$ cat src/rtl/lii_out_arbiter.sv
// lii_out_arbiter: round-robin share of one LII output channel among N
// kernel streams. One requester holds the grant for up to BURST beats;
// every accepted beat lands in a single-entry output register stamped
// with its LII src/dst ids. Each grant costs one IDLE arbitration cycle.
module lii_out_arbiter #(
   parameter int N        = 4,
   parameter int PW       = 64,
   parameter int BURST    = 16,
   parameter int SRC_BASE = 0
) (
   input  logic              aclk,
   input  logic              arstn,
   input  logic [N*PW-1:0]   req_tdata,
   input  logic [N-1:0]      req_tvalid,
   output logic [N-1:0]      req_tready,
   input  logic [N*8-1:0]    req_dst,
   output logic [PW-1:0]     lii_out_p0_tdata,
   output logic              lii_out_p0_tvalid,
   input  logic              lii_out_p0_tready,
   output logic [7:0]        lii_out_p0_src,
   output logic [7:0]        lii_out_p0_dst,
   output logic [2:0]        grant_idx,
   output logic              busy
);

   localparam int GW = $clog2(N);
   localparam int CW = $clog2(BURST + 1);

   typedef enum logic {IDLE, GRANT} state_t;

   state_t                  state_q;
   logic [GW-1:0]           g_q;
   logic [GW-1:0]           last_q;
   logic [CW-1:0]           cnt_q;
   logic [GW-1:0]           win;
   logic [GW-1:0]           idx_v;
   logic                    any_vld;
   logic [N-1:0][PW-1:0]    data_a;
   logic [N-1:0][7:0]       dst_a;
   logic                    stage_free;
   logic                    grant_vld;
   logic                    accept;
   logic                    last_beat;

   assign data_a     = req_tdata;
   assign dst_a      = req_dst;

   // The output register can take a beat when empty or draining this cycle;
   // this is the only place the downstream ready feeds combinationally.
   assign stage_free = !lii_out_p0_tvalid || lii_out_p0_tready;
   assign grant_vld  = req_tvalid[g_q];
   assign accept     = (state_q == GRANT) && grant_vld && stage_free;
   assign last_beat  = (cnt_q == CW'(BURST - 1));

   // Only the granted requester sees ready, and only while the stage is free.
   for (genvar i = 0; i < N; i++) begin : g_rdy
      assign req_tready[i] = (state_q == GRANT) && (g_q == GW'(i)) && stage_free;
   end

   // Round-robin pick: first valid requester searching upward from last+1.
   always_comb begin
      win     = '0;
      any_vld = 1'b0;
      idx_v   = '0;
      for (int i = 1; i <= N; i++) begin
         idx_v = GW'((int'(last_q) + i) % N);
         if (!any_vld && req_tvalid[idx_v]) begin
            any_vld = 1'b1;
            win     = idx_v;
         end
      end
   end

   // Grant FSM: arbitrate in IDLE, hold through backpressure, release on
   // burst limit or when the granted requester goes idle.
   always_ff @(posedge aclk) begin
      if (!arstn) begin
         state_q   <= IDLE;
         g_q       <= '0;
         last_q    <= GW'(N - 1);
         cnt_q     <= '0;
         grant_idx <= '0;
         busy      <= 1'b0;
      end else begin
         case (state_q)
            IDLE: begin
               if (any_vld) begin
                  state_q   <= GRANT;
                  g_q       <= win;
                  last_q    <= win;
                  cnt_q     <= '0;
                  grant_idx <= 3'(win);
                  busy      <= 1'b1;
               end
            end
            GRANT: begin
               if (!grant_vld) begin
                  state_q <= IDLE;
                  busy    <= 1'b0;
               end else if (accept) begin
                  if (last_beat) begin
                     state_q <= IDLE;
                     cnt_q   <= '0;
                     busy    <= 1'b0;
                  end else begin
                     cnt_q <= cnt_q + 1'b1;
                  end
               end
            end
            default: begin
               state_q <= IDLE;
               busy    <= 1'b0;
            end
         endcase
      end
   end

   // Single-entry output stage: load on accept, clear valid when drained.
   always_ff @(posedge aclk) begin
      if (!arstn) begin
         lii_out_p0_tvalid <= 1'b0;
         lii_out_p0_tdata  <= '0;
         lii_out_p0_src    <= '0;
         lii_out_p0_dst    <= '0;
      end else if (accept) begin
         lii_out_p0_tvalid <= 1'b1;
         lii_out_p0_tdata  <= data_a[g_q];
         lii_out_p0_dst    <= dst_a[g_q];
         lii_out_p0_src    <= 8'(SRC_BASE + int'(g_q));
      end else if (lii_out_p0_tready) begin
         lii_out_p0_tvalid <= 1'b0;
      end
   end

endmodule

$ cat config.mk
export PLATFORM = sky130hd
export DESIGN_NAME = lii_out_arbiter
export DESIGN_NICKNAME = d
export VERILOG_FILES = /design/src/rtl/lii_out_arbiter.sv
export SDC_FILE = /design/constraint.sdc
export NUM_CORES = 1
export LEC_CHECK = 0
export BUFFER_PORTS_ARGS = -buffer_cell sky130_fd_sc_hd__buf_4
export CORE_AREA = 4 4 149 151
export CTS_BUF_LIST = sky130_fd_sc_hd__clkbuf_4
export DETAILED_ROUTE_END_ITERATION = 6
export DIE_AREA = 0 0 153 155
export HOLD_SLACK_MARGIN = 0.03
export PLACE_DENSITY = 0.61
export SYNTH_ARGS = -nofsm -noshare
export SYNTH_HDL_FRONTEND = slang
export SYNTH_SLANG_ARGS = --single-unit
$ cat constraint.sdc
create_clock -name aclk -period 3.9 [get_ports aclk]
set_input_delay 0.78 -clock aclk [delete_from_list [all_inputs] [get_ports aclk]]
set_output_delay 0.78 -clock aclk [all_outputs]
set_load 0.02 [all_outputs]
# [After elaboration in Yosys (flattened, before gate mapping)]
# Cells that the tools add are included.
# Widths: inputs -> output; s select.
[op_classes] n_mul=0 div=0 bitwise_logic=1 magnitude_cmp=5 n_reduce_logical=23 eq_ne=9 n_shift=0 n_addsub=5 muxes=39
[op_table] operator="$bmux 64 s2" count=1
[op_table] operator="$mux 64" count=1
[op_table] operator="$mux 5" count=4
[op_table] operator="$mux 1" count=19
[op_table] operator="$bmux 8 s2" count=1
[op_table] operator="$lt 2x3->1 const B" count=5
[op_table] operator="$logic_and 1x1->1" count=13
[op_table] operator="$bmux 1 s2" count=5
[op_table] operator="$pmux 5 s2" count=1
[op_table] operator="$mux 2" count=4
[op_table] operator="$mux 8" count=1
[op_table] operator="$ne 3x2->1 const B" count=2
[op_table] operator="$reduce_and 3->1" count=2
[op_table] operator="$add 5x1->5 const B" count=1
[op_table] operator="$eq 5x4->1 const B" count=1
[op_table] operator="$add 2x1->2 const B" count=2
[op_table] operator="$add 2x2->2 const B" count=2
[op_table] operator="$eq 2x2->1 const B" count=2
[op_table] operator="$logic_not 1->1" count=4
[op_table] operator="$ne 2x1->1 const B" count=2
[op_table] operator="$pmux 1 s2" count=2
[op_table] operator="$eq 2x1->1 const B" count=1
[op_table] operator="$logic_not 2->1" count=1
[op_table] operator="$ne 2x2->1 const B" count=1
[op_table] operator="4 further kinds" count=4
[word_totals] ff_bits=86 latch_bits=0 mem_bits_ro=0 elab_cells=91 input_bits=295 ram_bits=0 out_inout_bits=89 n_memories=0

# [Longest topological paths before layout]
# Gate-level depths: netlist of run 1.
[depth] word_depth=15 ltp_mapped=8 ltp_nobuf=5

# [Worst setup path after synthesis of run 1]
# OpenSTA, ideal clock, no wires.
[synth_path] kind="reg2out" startpoint="register, netlist name grant_idx[1]" endpoint="output req_tready[2]" path_buffers=3 t_arrival_ps=1677 required_ps=3120 path_slack_ps=1443 path_stages_with_launch=5 cell_sequence="dfxtp_1 > buf_6 > buf_2 > buf_1 > nor3b_1"
[synth_lines] element="end, declared" line="15" rtl="output logic [N-1:0] req_tready,"

# [Worst setup path in the final report of run 1]
[layout_path] startpoint="register grant_idx[1]" endpoint="output grant_idx[1]"
[layout_lines] element="start, declared" line="22" rtl="output logic [2:0] grant_idx,"
[layout_lines] element="start signal, assigned" line="92" rtl="grant_idx <= 3'(win);"
# No word-level cell between the ends.

==> results of run 1 <==
[where the power goes]
group	internal [mW]	switching, mW
registers	0.975	0.0775
logic	0.627	0.528
clock network	0.204	0.350
[layout by cell type (no fill, tap or decap), types with 3 or more instances in the layout]
master	n
nand2_1	156
conb_1	7
a21boi_1	23
o21ai_0	10
buf_4	382
nor3_1	3
clkbuf_4	9
nand3_1	3
nor3b_1	6
mux4_2	73
dfxtp_1	84
a21oi_1	6
a21boi_0	53
nand2b_1	3
nor2_1	6
[critical path, stage by stage (launching register included)]
cell	delay (ns)
dfxtp_4	0.67
buf_4	0.64
buf_4	0.26
[flip-flops by register name, indices dropped and copies added, names as in the netlist]
name and cells:
busy 1, cnt_q 5, grant_idx 2, last_q 2
lii_out_p0_dst 8, lii_out_p0_src 2, lii_out_p0_tdata 64, lii_out_p0_tvalid 1
state_q 1
[cell families after synthesis]
| logic type | share of synthesized area (%) |
|---|---|
| buffers and inverters | 5.81 |
| other | 0.0719 |
| AO/OA/AOI/OAI | 13.4 |
| AND/OR/NAND/NOR | 15.5 |
| flip-flops | 33.0 |
| adder cells (fa/ha/maj) | 0.240 |
| multiplexers | 31.9 |
[per-layer routing]
layer  GRT usage, %  routed length [µm]  vias to the layer above
met5              0                   0                        -
met4           3.44                 145                        0
met3           4.81                1610                        8
met2           28.4                9920                      244
met1           16.8                7070                     2502
li1               -                   -                     2520
[final cells by class]
type | instances | area (µm²)
Tap cell | 275 | 344
Timing Repair Buffer | 382 | 2870
Inverter | 2 | 7.51
Fill cell | 2162 | 12500
Clock buffer | 9 | 67.6
Sequential cell | 86 | 1730
Multi-Input combinational cell | 372 | 3220
Clock inverter | 7 | 80.1
Antenna cell | 1 | 2.50
[worst max path at each step]
stage | start | to | slack (ns) | depth (start not counted)
after global routing | grant_idx[1]$_SDFFE_PN0P_ | grant_idx[1] | 0.94 | 2
after CTS | grant_idx[1]$_SDFFE_PN0P_ | grant_idx[1] | 0.98 | 2
after global placement | req_tvalid[1] | lii_out_p0_src[1]$_SDFFE_PN0P_ | 1.05 | 6
after floorplan | grant_idx[1]$_SDFFE_PN0P_ | req_tready[2] | 1.44 | 4
final | grant_idx[1]$_SDFFE_PN0P_ | grant_idx[1] | 1.08 | 2
after detailed placement | req_tvalid[1] | lii_out_p0_tdata[1]$_SDFFE_PN0P_ | 0.98 | 6
[stage by stage]
step / cell area, µm² / total power, mW / setup WS (ns) / utilization (%) / hold slack (ns)
final: 8320 / 2.76 / 1.08 / 39.9 / 0.463
after global routing: 8320 / 2.96 / 0.938 / 39.9 / 0.480
after CTS: 8320 / 2.84 / 0.984 / 39.9 / 0.467
after detailed placement: 8170 / 2.25 / 0.980 / 39.2 / 0.447
after global placement: 8170 / 2.24 / 1.05 / 39.2 / 0.441
after floorplan: 5240 / 1.77 / 1.44 / - / 0.449
==> impl_metrics.py, run 1 <==
metrics = {
    "worst_hold_path": {
        "worstHoldStart": "lii_out_p0_tdata[59]$_SDFFE_PN0P_",
        "hp-class": "register to register",
        "hold_path_end": "lii_out_p0_tdata[59]$_SDFFE_PN0P_",
        "holdPathStages": 2,
    },
    "logic_synthesis": {
        "synth.avg_cell_area_um2": 10.3,
        "seq_area_frac_synth_pct": 33.0,
        "synth-edff-count": 0,
        "syn_area_um2": 5210,
        "syn_inst": 507,
        "synthArstFlopShare_pct": 0,
        "synth_largest_area_cell": "dfxtp_1",
        "synth_seq_cells": 86,
        "synth-main-ff-cell": "dfxtp_1",
        "synth_cell_types": 39,
        "synth_top_area_share_pct": 33.0,
        "synth_commonest_cells": "nand2_1 (156), dfxtp_1 (86), mux4_2 (73)",
        "synthTopCellsByArea": "dfxtp_1 (33%), mux4_2 (32%), nand2_1 (11%)",
        "synth.most_common_cell": "nand2_1",
        "ys_warn_count": 0,
    },
    "pwr": {
        "p_per_area_nw_per_um2": 332,
        "leakagePower_nw": 3.53,
        "ir_drop_v": 0.000122,
    },
    "critical_path": {
        "cp-start-kind": "register",
        "end_kind": "output port",
        "worstSetupPathType": "register to output port",
        "rrSetupSlack_ns": 1.23,
        "r2r_start": "grant_idx[1]$_SDFFE_PN0P_",
        "r2r_cells": 5,
        "cp_max_fo": 48,
        "arrival_ns": 2.04,
        "crit_required_ns": 3.12,
        "r2r-end": "lii_out_p0_src[1]$_SDFFE_PN0P_",
    },
    "floorplanning": {
        "die_y_um": 155,
        "dieArea_um2": 23700,
        "fp.dieW_um": 153,
        "core_um2": 20800,
        "core.rowCount": 53,
        "io_pins": 384,
        "start_util_pct": 25.0,
    },
    "sta": {
        "tns_ns": 0,
        "min_period_ns": 2.82,
        "max_freq_ghz": 0.354,
        "finalSetupViolCount": 0,
        "hold_viol": 0,
        "fin_crit_sh_pct": 72.4,
        "rsz0062_at_grt": "false",
        "worstMarginPinSlew_ns": 0.942,
        "slew-limit-headroom_pct": 37.2,
        "skew_ns": 0.0250,
        "slew_violations": 0,
    },
    "global_route": {
        "grt_pass1_vias": 5528,
        "grt_usage_pct": 15.2,
        "grt_overflow_total": 0,
        "grt_pass1_wl_um": 28900,
        "grt_max_degree": 87,
        "grt_antenna_before_repair": 1,
    },
    "drt": {
        "firstDrtPassIters": 4,
        "routed_wl_um": 18800,
        "detail-route-antenna-nets": 0,
        "wl_per_cell_um": 16.5,
        "num_vias": 5274,
        "via_per_inst": 4.65,
        "drc": 0,
        "drt_iter0_drc": 172,
    },
    "clock_tree": {
        "ctsLongestPathBuffers": 2,
        "cts_setup_buffers": 0,
        "clk_pin_slew_ns": 0.15,
        "htreeDepth": 3,
        "cts_root_buffer": "clkbuf_4",
        "cts-resized-gates": 0,
        "cts_tree": "built",
        "postCtsHoldBufs": 0,
        "numCtsBuffers": 9,
        "cts_sinks": 86,
        "clk_latency_ns": 0.45,
    },
    "run_status": {
        "status": "completed",
    },
    "cells_and_area": {
        "areaGrowthSynthToFinish_pct": 59.6,
        "drive_gt1_share_pct": 55.7,
        "fin_nets": 1149,
        "final_cells": 1134,
    },
    "place": {
        "dpl.cell_count": 1117,
        "detailed_place_hpwl_um": 14700,
        "place_congestion": 0.817,
        "io_buffers": 376,
    },
    "flow_run": {
        "maxCapViolations": 0,
    },
}
No activity file was read; power rests on OpenSTA's default activity.
==> inputs of run 2 (changes only) <==
Settings changed: ABC_AREA set to 1, CORE_AREA 4 4 149 151 to 4 4 148 150, DIE_AREA 0 0 153 155 to 0 0 152 154, PLACE_DENSITY 0.61 to 0.62.
Clock period 3.9 ns to 2.3 ns, I/O delays scaled along.
==> run 2 against run 1 <==
Effect of this change:
- sequential cell count unchanged
- clock-buffer cell count increased by 2
- largest power group unchanged
- die area decreased by 1.3%
- critical path depth increased by 3
==> impl_metrics.py, run 2 <==
metrics = {
    "run_status": {
        "status": "completed",
    },
    "drt": {
        "firstDrtPassIters": 5,
        "drt_iter0_drc": 337,
        "detail-route-antenna-nets": 0,
        "num_vias": 6648,
        "via_per_inst": 4.95,
        "drc": 0,
        "routed_wl_um": 22800,
        "wl_per_cell_um": 16.9,
    },
    "flow_run": {
        "maxCapViolations": 0,
    },
    "clock_tree": {
        "cts_root_buffer": "clkbuf_4",
        "ctsLongestPathBuffers": 2,
        "clk_latency_ns": 0.47,
        "htreeDepth": 3,
        "numCtsBuffers": 9,
        "clk_pin_slew_ns": 0.15,
        "cts_tree": "built",
        "cts_sinks": 86,
        "postCtsHoldBufs": 0,
    },
    "floorplanning": {
        "die_y_um": 154,
        "dieArea_um2": 23400,
        "core_um2": 20700,
        "fp.dieW_um": 152,
        "start_util_pct": 23.9,
        "core.rowCount": 53,
        "io_pins": 384,
    },
    "logic_synthesis": {
        "synth.avg_cell_area_um2": 6.81,
        "synth_mux_area_share_pct": 0,
        "syn_inst": 726,
        "synth_largest_area_cell": "dfxtp_1",
        "synthTopCellsByArea": "dfxtp_1 (35%), nand2_1 (14%), a221oi_1 (13%)",
        "synth_top_area_share_pct": 34.8,
        "synthAdderAreaFrac_pct": 0.253,
        "ys_warn_count": 0,
        "synth_compound_area_share_pct": 30.4,
        "synth_seq_cells": 86,
        "synth.most_common_cell": "nand2_1",
        "seq_area_frac_synth_pct": 34.8,
        "synth-simple-area-share_pct": 25.1,
        "synth-edff-count": 0,
        "synthArstFlopShare_pct": 0,
        "synth_cell_types": 29,
        "syn_area_um2": 4940,
        "synth-main-ff-cell": "dfxtp_1",
        "synth_commonest_cells": "nand2_1 (187), dfxtp_1 (86), nand3_1 (84)",
        "synth_top_family_by_area": "compound AO/OA/AOI/OAI gates",
        "synth_xor_area_share_pct": 0.177,
    },
    "sta": {
        "rsz0062_at_grt": "false",
        "slew_violations": 0,
        "max_freq_ghz": 0.466,
        "tns_ns": 0,
        "worstMarginPinSlew_ns": 0.591,
        "skew_ns": 0.0246,
        "worst_slack_ns": 0.154,
        "holdWs_ns": 0.267,
        "finalSetupViolCount": 0,
        "fin_crit_sh_pct": 93.3,
        "slew-limit-headroom_pct": 60.6,
        "hold_viol": 0,
        "min_period_ns": 2.15,
    },
    "pwr": {
        "p_per_area_nw_per_um2": 1010,
        "ir_drop_v": 0.000694,
        "leakagePower_nw": 4.04,
        "finalPower_mw": 8.22,
    },
    "global_route": {
        "grt_max_degree": 95,
        "grt_pass1_vias": 6347,
        "grt_usage_pct": 18.0,
        "grt_pass1_wl_um": 34300,
        "grt_antenna_before_repair": 1,
        "grt_overflow_total": 0,
    },
    "place": {
        "place_congestion": 0.914,
        "dp_slack_ns": 0.356,
        "detailed_place_hpwl_um": 16900,
        "io_buffers": 376,
    },
    "cells_and_area": {
        "areaGrowthSynthToFinish_pct": 63.9,
        "drive_gt1_share_pct": 39.1,
        "reg_top3": "lii_out_p0_tdata x64, lii_out_p0_dst x8, cnt_q x5",
        "largest_register": "lii_out_p0_tdata",
        "layout_common_cells": "buf_4 (384), nand2_1 (187), dfxtp_1 (85), nand3_1 (84), a21oi_1 (83)",
        "largest_reg_flops": 64,
        "layout_commonest_cell": "buf_4",
        "fin_nets": 1359,
    },
    "critical_path": {
        "cp_num_buf_inv": 3,
        "crit_required_ns": 1.84,
        "arrival_ns": 1.69,
        "path_delay_family": "buffers and inverters",
        "r2r_cells": 11,
        "end_kind": "output port",
        "path_cells": "inv_1, nor2_2, inv_1, nor3_1, buf_4",
        "cp_max_fo": 4,
        "r2r-end": "cnt_q[1]$_SDFFE_PN0P_",
        "critPathMaxStageDelay_ns": 0.40,
        "r2r_start": "last_q[1]$_SDFFE_PN1P_",
        "rrSetupSlack_ns": 0.34,
        "cp-start-kind": "register",
        "cpMostUsedCell": "inv_1",
        "crit_slowest_cell": "dfxtp_1",
        "worstSetupPathType": "register to output port",
    },
    "worst_hold_path": {
        "holdPathStages": 3,
        "worstHoldStart": "req_tdata[144]",
        "hp-class": "primary input to register",
        "hold_path_end": "lii_out_p0_tdata[16]$_SDFFE_PN0P_",
    },
}
-- run 2: cell count changes in the layout (fill, tap and decap cells not counted), moves of 7 or more --
cell / before / now
nand2_1: 156 / 187
o21ai_0: 10 / 48
a221oi_1: 0 / 72
mux4_2: 73 / 0
nor2_1: 6 / 13
a21boi_1: 23 / 0
a21boi_0: 53 / 1
o21ai_1: 0 / 36
a21oi_1: 6 / 83
inv_1: 2 / 24
nand3_1: 3 / 84
-- run 2: cell type report --
type                    instances  area, µm²
fillers                      2256      12600
repair buffers                391       3010
multi-input cells             547       2800
flip-flops and latches         86       1730
well taps                     275        344
inverters                      28        108
clock buffers                  11       82.6
clock inverters                 5       36.3
diodes                          1       2.50
-- run 2: cells by family after synthesis --
| logic type | Yosys count |
|---|---|
| AND/OR/NAND/NOR | 295 |
| AO/OA/AOI/OAI | 243 |
| buffers and inverters | 99 |
| flip-flops | 86 |
| XOR/XNOR | 1 |
| adder cells (fa/ha/maj) | 1 |
| other | 1 |
-- run 2: per-layer routing --
| layer | global-route usage [%] | up-vias | share of wire, % |
|---|---|---|---|
| li1 | - | 3256 | - |
| met3 | 5.46 | 36 | 8.2 |
| met2 | 30.8 | 312 | 49 |
| met1 | 22.0 | 3044 | 41 |
| met5 | 0 | - | 0 |
| met4 | 4.97 | 0 | 1.9 |
-- run 2: worst max-delay path by stage --
stage,startpoint,endpoint,slack (ns),cells after the start
2_1_floorplan,grant_idx[1]$_SDFFE_PN0P_,req_tready[2],0.30,4
3_3_place_gp,grant_idx[0]$_SDFFE_PN0P_,lii_out_p0_tdata[27]$_SDFFE_PN0P_,0.45,9
3_5_place_dp,grant_idx[0]$_SDFFE_PN0P_,lii_out_p0_tdata[25]$_SDFFE_PN0P_,0.36,9
4_1_cts,grant_idx[0]$_SDFFE_PN0P_,req_tready[0],0.009,3
5_1_grt,state_q$_SDFF_PN0_,req_tready[0],0.02,5
6_report,state_q$_SDFF_PN0_,req_tready[0],0.15,5
-- run 2: power by group --
group	total [mW]	internal, mW	switching [mW]
combinational	5.14	1.99	3.14
sequential	2.27	1.95	0.314
clock	0.815	0.247	0.568
total	8.22	4.19	4.03
-- run 2: tightest hold or removal path, delay by kind of cell --
| kind | cells | cell delay [ns] |
|---|---|---|
| buffers and inverters | 1 | 0.08 |
| AOI/OAI and AO/OA | 2 | 0.18 |
-- run 2: through the flow --
step                      instance area, µm²  std cells  util, %
after CTS                               8080       1342     39.1
after detailed placement                7960       1326     38.5
after floorplan                         4960        732        -
after global routing                    8100       1344     39.2
after global placement                  7960       1326     38.5
final                                   8100       1344     39.2
-- run 2: what timing repair did --
item / CTS / global route
endpoints found under the setup margin: 0 / 3
buffers inserted: 0 / 1
resized for setup: 0 / 2
hold endpoints to repair: 0 / 0
